==> src/rtl/mips_mem_pkg.sv <==
// Shared types and constants for the unified memory port arbiter.
// State encodings are fixed so external checkers can decode dbg_state.
package mips_mem_pkg;

    typedef enum logic [1:0] {
        IDLE    = 2'd0,
        IF_BUSY = 2'd1,
        DM_BUSY = 2'd2
    } state_t;

    localparam logic [3:0] BE_WORD  = 4'b1111;
    localparam logic [3:0] BE_LANE0 = 4'b0001;

    // Byte enable for little-endian lane k.
    function automatic logic [3:0] lane_be(input logic [1:0] k);
        return BE_LANE0 << k;
    endfunction

endpackage

==> src/rtl/byte_lane_unit.sv <==
// Byte-lane steering for stores and lane extraction with sign extension for lb.
// Purely combinational; the bus is fixed at four byte lanes.
module byte_lane_unit
    import mips_mem_pkg::*;
(
    input  logic        wb,
    input  logic [1:0]  lane,
    input  logic [31:0] wdata,
    input  logic        ld_wb,
    input  logic [1:0]  ld_lane,
    input  logic [31:0] rdata,
    output logic [3:0]  be,
    output logic [31:0] lane_wdata,
    output logic [31:0] ld_data
);

    logic [7:0] ld_byte;

    always_comb begin
        be         = wb ? lane_be(lane) : BE_WORD;
        // Replicating the byte lets the memory pick it up from whichever lane is enabled.
        lane_wdata = wb ? {4{wdata[7:0]}} : wdata;
        case (ld_lane)
            2'd0:    ld_byte = rdata[7:0];
            2'd1:    ld_byte = rdata[15:8];
            2'd2:    ld_byte = rdata[23:16];
            default: ld_byte = rdata[31:24];
        endcase
        ld_data    = ld_wb ? {{24{ld_byte[7]}}, ld_byte} : rdata;
    end

endmodule

==> src/rtl/mem_port_arbiter.sv <==
// Arbitrates the single memory bus between instruction fetch and data accesses,
// with data priority, registered bus outputs and a combinational pipeline stall.
module mem_port_arbiter
    import mips_mem_pkg::*;
#(
    parameter int ADDR_W = 32,
    parameter int DATA_W = 32
) (
    input  logic              clk,
    input  logic              rst_n,
    input  logic              if_req,
    input  logic [ADDR_W-1:0] if_addr,
    output logic [DATA_W-1:0] if_rdata,
    output logic              if_ready,
    input  logic              dm_req,
    input  logic              dm_we,
    input  logic              dm_wb,
    input  logic [ADDR_W-1:0] dm_addr,
    input  logic [DATA_W-1:0] dm_wdata,
    output logic [DATA_W-1:0] dm_rdata,
    output logic              dm_ready,
    output logic              stall,
    output logic              bus_req,
    output logic              bus_we,
    output logic [3:0]        bus_be,
    output logic [ADDR_W-1:0] bus_addr,
    output logic [DATA_W-1:0] bus_wdata,
    input  logic [DATA_W-1:0] bus_rdata,
    input  logic              bus_ack,
    output state_t            dbg_state
);

    state_t            state;
    logic              ld_wb_q;
    logic [1:0]        ld_lane_q;
    logic [3:0]        dm_be;
    logic [DATA_W-1:0] dm_lane_wdata;
    logic [DATA_W-1:0] dm_ld_data;

    byte_lane_unit u_lanes (
        .wb         (dm_wb),
        .lane       (dm_addr[1:0]),
        .wdata      (dm_wdata),
        .ld_wb      (ld_wb_q),
        .ld_lane    (ld_lane_q),
        .rdata      (bus_rdata),
        .be         (dm_be),
        .lane_wdata (dm_lane_wdata),
        .ld_data    (dm_ld_data)
    );

    assign stall     = (if_req & ~if_ready) | (dm_req & ~dm_ready);
    assign dbg_state = state;

    // A grant only happens from IDLE, so every completion leaves one IDLE cycle
    // (the ready cycle) in which the just-served requester is masked.
    always_ff @(posedge clk or negedge rst_n) begin
        if (!rst_n) begin
            state     <= IDLE;
            bus_req   <= 1'b0;
            bus_we    <= 1'b0;
            bus_be    <= '0;
            bus_addr  <= '0;
            bus_wdata <= '0;
            if_ready  <= 1'b0;
            dm_ready  <= 1'b0;
            if_rdata  <= '0;
            dm_rdata  <= '0;
            ld_wb_q   <= 1'b0;
            ld_lane_q <= 2'd0;
        end else begin
            if_ready <= 1'b0;
            dm_ready <= 1'b0;
            case (state)
                IDLE: begin
                    if (dm_req && !dm_ready) begin
                        state     <= DM_BUSY;
                        bus_req   <= 1'b1;
                        bus_we    <= dm_we;
                        bus_be    <= dm_be;
                        bus_addr  <= {dm_addr[ADDR_W-1:2], 2'b00};
                        bus_wdata <= dm_lane_wdata;
                        ld_wb_q   <= dm_wb;
                        ld_lane_q <= dm_addr[1:0];
                    end else if (if_req && !if_ready) begin
                        state     <= IF_BUSY;
                        bus_req   <= 1'b1;
                        bus_we    <= 1'b0;
                        bus_be    <= BE_WORD;
                        bus_addr  <= {if_addr[ADDR_W-1:2], 2'b00};
                        bus_wdata <= '0;
                    end
                end
                IF_BUSY: begin
                    if (bus_ack) begin
                        state    <= IDLE;
                        bus_req  <= 1'b0;
                        if_ready <= 1'b1;
                        if_rdata <= bus_rdata;
                    end
                end
                DM_BUSY: begin
                    if (bus_ack) begin
                        state    <= IDLE;
                        bus_req  <= 1'b0;
                        dm_ready <= 1'b1;
                        // Stores return nothing useful, so the last load result is kept.
                        if (!bus_we) dm_rdata <= dm_ld_data;
                    end
                end
                default: begin
                    state   <= IDLE;
                    bus_req <= 1'b0;
                end
            endcase
        end
    end

    // Requesters must hold req until their ready pulse; the transaction completes regardless.
    a_dm_held: assert property (@(posedge clk) disable iff (!rst_n)
        (state == DM_BUSY) |-> dm_req)
        else $error("dm_req dropped during a data transaction");

    a_if_held: assert property (@(posedge clk) disable iff (!rst_n)
        (state == IF_BUSY) |-> if_req)
        else $error("if_req dropped during a fetch");

    a_if_aligned: assert property (@(posedge clk) disable iff (!rst_n)
        if_req |-> (if_addr[1:0] == 2'b00))
        else $error("fetch address not word-aligned");

endmodule

==> config.mk <==
export PLATFORM = sky130hd
export DESIGN_NAME = mem_port_arbiter
export DESIGN_NICKNAME = d
export VERILOG_FILES = /design/src/rtl/mips_mem_pkg.sv /design/src/rtl/byte_lane_unit.sv /design/src/rtl/mem_port_arbiter.sv
export SDC_FILE = /design/constraint.sdc
export NUM_CORES = 1
export LEC_CHECK = 0
export ABC_AREA = 1
export ABC_CLOCK_PERIOD_IN_PS = 2600
export BUFFER_PORTS_ARGS = -buffer_cell sky130_fd_sc_hd__buf_2
export CAP_MARGIN = 10
export CELL_PAD_IN_SITES_DETAIL_PLACEMENT = 1
export CELL_PAD_IN_SITES_GLOBAL_PLACEMENT = 2
export CORE_UTILIZATION = 28
export CTS_CLUSTER_SIZE = 24
export DETAILED_ROUTE_END_ITERATION = 16
export PLACE_DENSITY_LB_ADDON = 0.25
export SLEW_MARGIN = 20
export SYNTH_ARGS = -nofsm -noshare
export SYNTH_HDL_FRONTEND = slang
export SYNTH_HIERARCHICAL = 1
export SYNTH_SLANG_ARGS = --single-unit
==> constraint.sdc <==
create_clock -name clk -period 2.6 [get_ports clk]
set_input_delay 0.78 -clock clk [delete_from_list [all_inputs] [get_ports clk]]
set_output_delay 0.78 -clock clk [all_outputs]
set_load 0.01 [all_outputs]
# Yosys cells after proc, flatten, opt, wreduce, memory -nomap -nowiden
# Index checks and enable logic that the tools add are counted.
# totals
register_bits,141
out_inout_bits,139
input_bits,135
# op_classes
bitwise_logic,6
n_shift,1
n_reduce_logical,13
mux,23
eq_ne,6
# ops
op,count
32-bit two-way mux,6
8-bit case mux with 3 select lines,1
4-bit two-way mux,3
1-bit two-way mux,8
2-bit AND reduction,4
2-bit two-way mux,3
"2-bit by 1-bit == test with 1-bit output, second input constant",2
"2-bit == test, second input constant",2
2-bit logical NOT,2
2-bit case mux with 2 select lines,1
"1-bit by 2-bit << shifter with 4-bit output, first input constant",1
"3-bit != test, second input constant",1
1-bit inverter,3
3-bit AND reduction,1
1-bit bitwise AND,2
1-bit logical AND,2
1-bit logical NOT,2
"2-bit by 1-bit != test with 1-bit output, second input constant",1
1-bit case mux with 2 select lines,1
2-bit nonzero test,1
2-bit OR reduction,1
1-bit bitwise OR,1

# Longest topological paths before layout
# depth
ltp_word,5
mapped_depth,8
depth_no_buf,7

# By module
# The synthesis kept the hierarchy.
# by_module_without_submodules
module,n_inst,area_each_um2,cells_each
mem_port_arbiter,1,5913.2,705
byte_lane_unit,1,919.6,207

# Worst setup path after synthesis
# Ideal clock, no wire load.
# synth_path
path_kind,input to output
from,input dm_req
to,output stall
cell_stages,4
n_path_buf,2
arrival_ps,1251
path_slack_ps,569
cell_sequence,buf_4 > nand2_4 > nand2_4 > buf_2
# synth_via
elab_chain_cells,2
# synth_rtl
item,line,source
start: declaration,mem_port_arbiter.sv:15,"input logic dm_req,"
1-bit bitwise AND,mem_port_arbiter.sv:52,assign stall = (if_req & ~if_ready) | (dm_req & ~dm_ready);
1-bit bitwise OR,mem_port_arbiter.sv:52,
end: declaration,mem_port_arbiter.sv:22,"output logic stall,"
# Every way passes these cells.

# Worst setup path after layout
# layout_path
from,register if_ready
to,output stall
# layout_via
elab_chain_cells,3
# layout_rtl
item,line,source
start: declaration,mem_port_arbiter.sv:14,"output logic if_ready,"
start signal: assignment,mem_port_arbiter.sv:65,if_ready <= 1'b0;
start signal: assignment,mem_port_arbiter.sv:72,if_ready <= 1'b0;
start signal: assignment,mem_port_arbiter.sv:98,if_ready <= 1'b1;
1-bit inverter,mem_port_arbiter.sv:52,
1-bit bitwise AND,mem_port_arbiter.sv:52,
1-bit bitwise OR,mem_port_arbiter.sv:52,
# Every way passes these cells.

==> flow_metrics.tcl <==
set metrics [dict create \
    status "completed" \
    r2r_start "dbg_state[0]$_DFFE_PN0P_" \
    synth_area_per_cell_sq_um 7.49 \
    num_rows 56 \
    ys.warnings.count 6 \
    final_common_cell "nand2_1" \
    cts.htree.levels 4 \
    required_ns 1.82 \
    clk-insertion-delay-late_ns 0.42 \
    grt_pass1_wl_mm 36.8 \
    cts_tree "yes" \
    p_leak_nw 5.41 \
    finalNonFillerCells 1490 \
    synth_seq_cells 139 \
    r2r_end "bus_wdata[28]$_DFFE_PN0P_" \
    antenna_found_initial 4 \
    die_area_sq_mm 0.0250 \
    yosysUniqueCellTypes 21 \
    drt_iter0_markers 375 \
    ant_nets 0 \
    wl_mm 23.6 \
    final_layout_size_suffix_gt1_share_pct 28.4 \
    holdCritPathClass "primary input to asynchronous set/reset pin" \
    fin_crit_ns 2.14 \
    slew_viol_final 0 \
    synthCells 912 \
    synth_area_sq_mm 0.00683 \
    finalClockSkew_ns 0.00962 \
    start_util_pct 28.9 \
    area_growth_syn_to_layout_pct 32.4 \
    cp_max_fo 20 \
    ir_drop_mv 0.379 \
    tightest_slew_ns 0.613 \
    rsz0062_at_grt "false" \
    route.detailed.drc 0 \
    ctsHoldBuffers 0 \
    nets 1293 \
    die_w_um 158 \
    place_ws_ns 0.432 \
    num_vias 6587 \
    reg2reg_slack_ns 0.66 \
    criticalPathCategory "flip-flop to output port" \
    ff2ff_path_depth 7 \
    core_sq_mm 0.0237 \
    place_congestion 0.791 \
    fin_crit_sh_pct 82.2 \
    wl_per_cell_um 15.9 \
    post_cts_buffers 0 \
    fin_tns_setup_ns 0 \
    cts_resized 0 \
    power_density_mw_per_mm2 1210 \
    arrival_ns 1.36 \
    start_kind "flip-flop" \
    clockBufferDepth 2 \
    cts_made_buffers 17 \
    final_cell_mix "nand2_1, buf_2, dfrtp_1, nand3_1, inv_1" \
    clkSinkCount 139 \
    startpoint "if_ready$_DFF_PN0_" \
    grt_pass1_vias 6588 \
    yosysSeqAreaShare_pct 50.9 \
    end_kind "output port" \
    p_total_w 0.0109 \
    grt_max_degree 65 \
    via_per_inst 4.42 \
    fmax_ghz 0.468 \
    grt_use_total_pct 19.3 \
    finalWorstSetupSlack_ns 0.464 \
    drt_first_pass_iters 4 \
    io_pins 274 \
    dp_hpwl_mm 17.3 \
    overflow 0 \
    clk_pin_slew_ns 0.06 \
    die_y_um 158 \
    postLayoutCoreUtil_pct 38.2 \
    setup_viol 0 \
    numPortBuffers 269 \
    finalHoldViolations 0 \
    dp_cells 1455 \
    root_buffer "clkbuf_16" \
    cap_violations 0 \
    relSlewSlack_pct 59.1 \
]
## routing by layer
metal / part of all wire [%] / global-route usage, % / vias to the layer above / wire length (um)
met4: 1.6 / 6.91 / 2 / 385
li1: - / - / 3283 / -
met1: 47 / 25.9 / 3101 / 11100
met2: 45 / 29.8 / 179 / 10600
met3: 6.3 / 5.06 / 22 / 1490
met5: 0.072 / 0 / - / 17
## stage by stage
stage,hold WS (ns),instance area (sq um)
5_1_grt,0.327,9040
3_5_place_dp,0.460,8370
2_1_floorplan,0.449,6840
3_3_place_gp,0.450,8370
4_1_cts,0.312,9040
6_report,0.301,9050
## synth_stat cells
cell type | instances | area share, %
dfrtp_1 | 139 | 51
buf_6 | 13 | 2.1
clkbuf_1 | 17 | 0.93
buf_4 | 12 | 1.3
or2_1 | 1 | 0.092
conb_1 | 1 | 0.055
nand4_1 | 1 | 0.092
buf_2 | 20 | 1.5
nand2_1 | 455 | 25
nor2_4 | 1 | 0.16
nand3_1 | 77 | 5.6
o21ai_0 | 36 | 2.6
o21ai_1 | 32 | 2.3
nor2_1 | 20 | 1.1
nand2_4 | 4 | 0.66
nand3_2 | 2 | 0.29
a21oi_2 | 4 | 0.51
nand2_2 | 1 | 0.092
inv_1 | 70 | 3.8
inv_2 | 3 | 0.16
ha_1 | 3 | 0.55
## report_power, final
part / switching, W / internal [W] / leakage [nW]
clock network: 0.000971 / 0.00180 / 0.321
registers: 0.000588 / 0.00315 / 1.75
logic: 0.00282 / 0.00162 / 3.33
total: 0.00438 / 0.00657 / 5.41
## state kept, by name (all words and copies together), names as in the netlist
| register | count |
|---|---|
| dm_ready | 1 |
| bus_we | 1 |
| bus_wdata | 32 |
| ld_lane_q | 2 |
| bus_addr | 30 |
| ld_wb_q | 1 |
| if_ready | 1 |
| if_rdata | 32 |
| bus_req | 1 |
| dbg_state | 2 |
| dm_rdata | 32 |
| bus_be | 4 |
## logic make-up (layout without fill, tap and decap cells)
family | after synthesis | in the layout | synth area share (%)
buf+inv | 135 | 389 | 9.87
simple gates | 562 | 562 | 33.1
flops | 139 | 139 | 50.9
fa+ha+maj | 3 | 3 | 0.549
other cells | 1 | 6 | 0.0549
compound gates | 72 | 72 | 5.49
## critical path: stages (launching register included)
cell,delay [ns]
dfrtp_1,0.38
inv_1,0.06
nand2_1,0.09
nand2_4,0.22
buf_2,0.19
## worst max path at each step
stage	slack, ns	end
4_1_cts	0.43	stall
3_3_place_gp	0.46	bus_wdata[15]$_DFFE_PN0P_
5_1_grt	0.37	stall
3_5_place_dp	0.43	bus_wdata[28]$_DFFE_PN0P_
2_1_floorplan	0.57	stall
6_report	0.46	stall
## area by class of cell
cell class / count / area [sq um]
inverters: 73 / 274
diodes: 4 / 10.0
clock buffers: 21 / 480
fillers: 3029 / 14600
repair buffers: 285 / 1540
multi-input cells: 639 / 2680
flip-flops and latches: 139 / 3480
well taps: 319 / 399
clock inverters: 10 / 188
No activity file was read; power rests on OpenSTA's default activity.
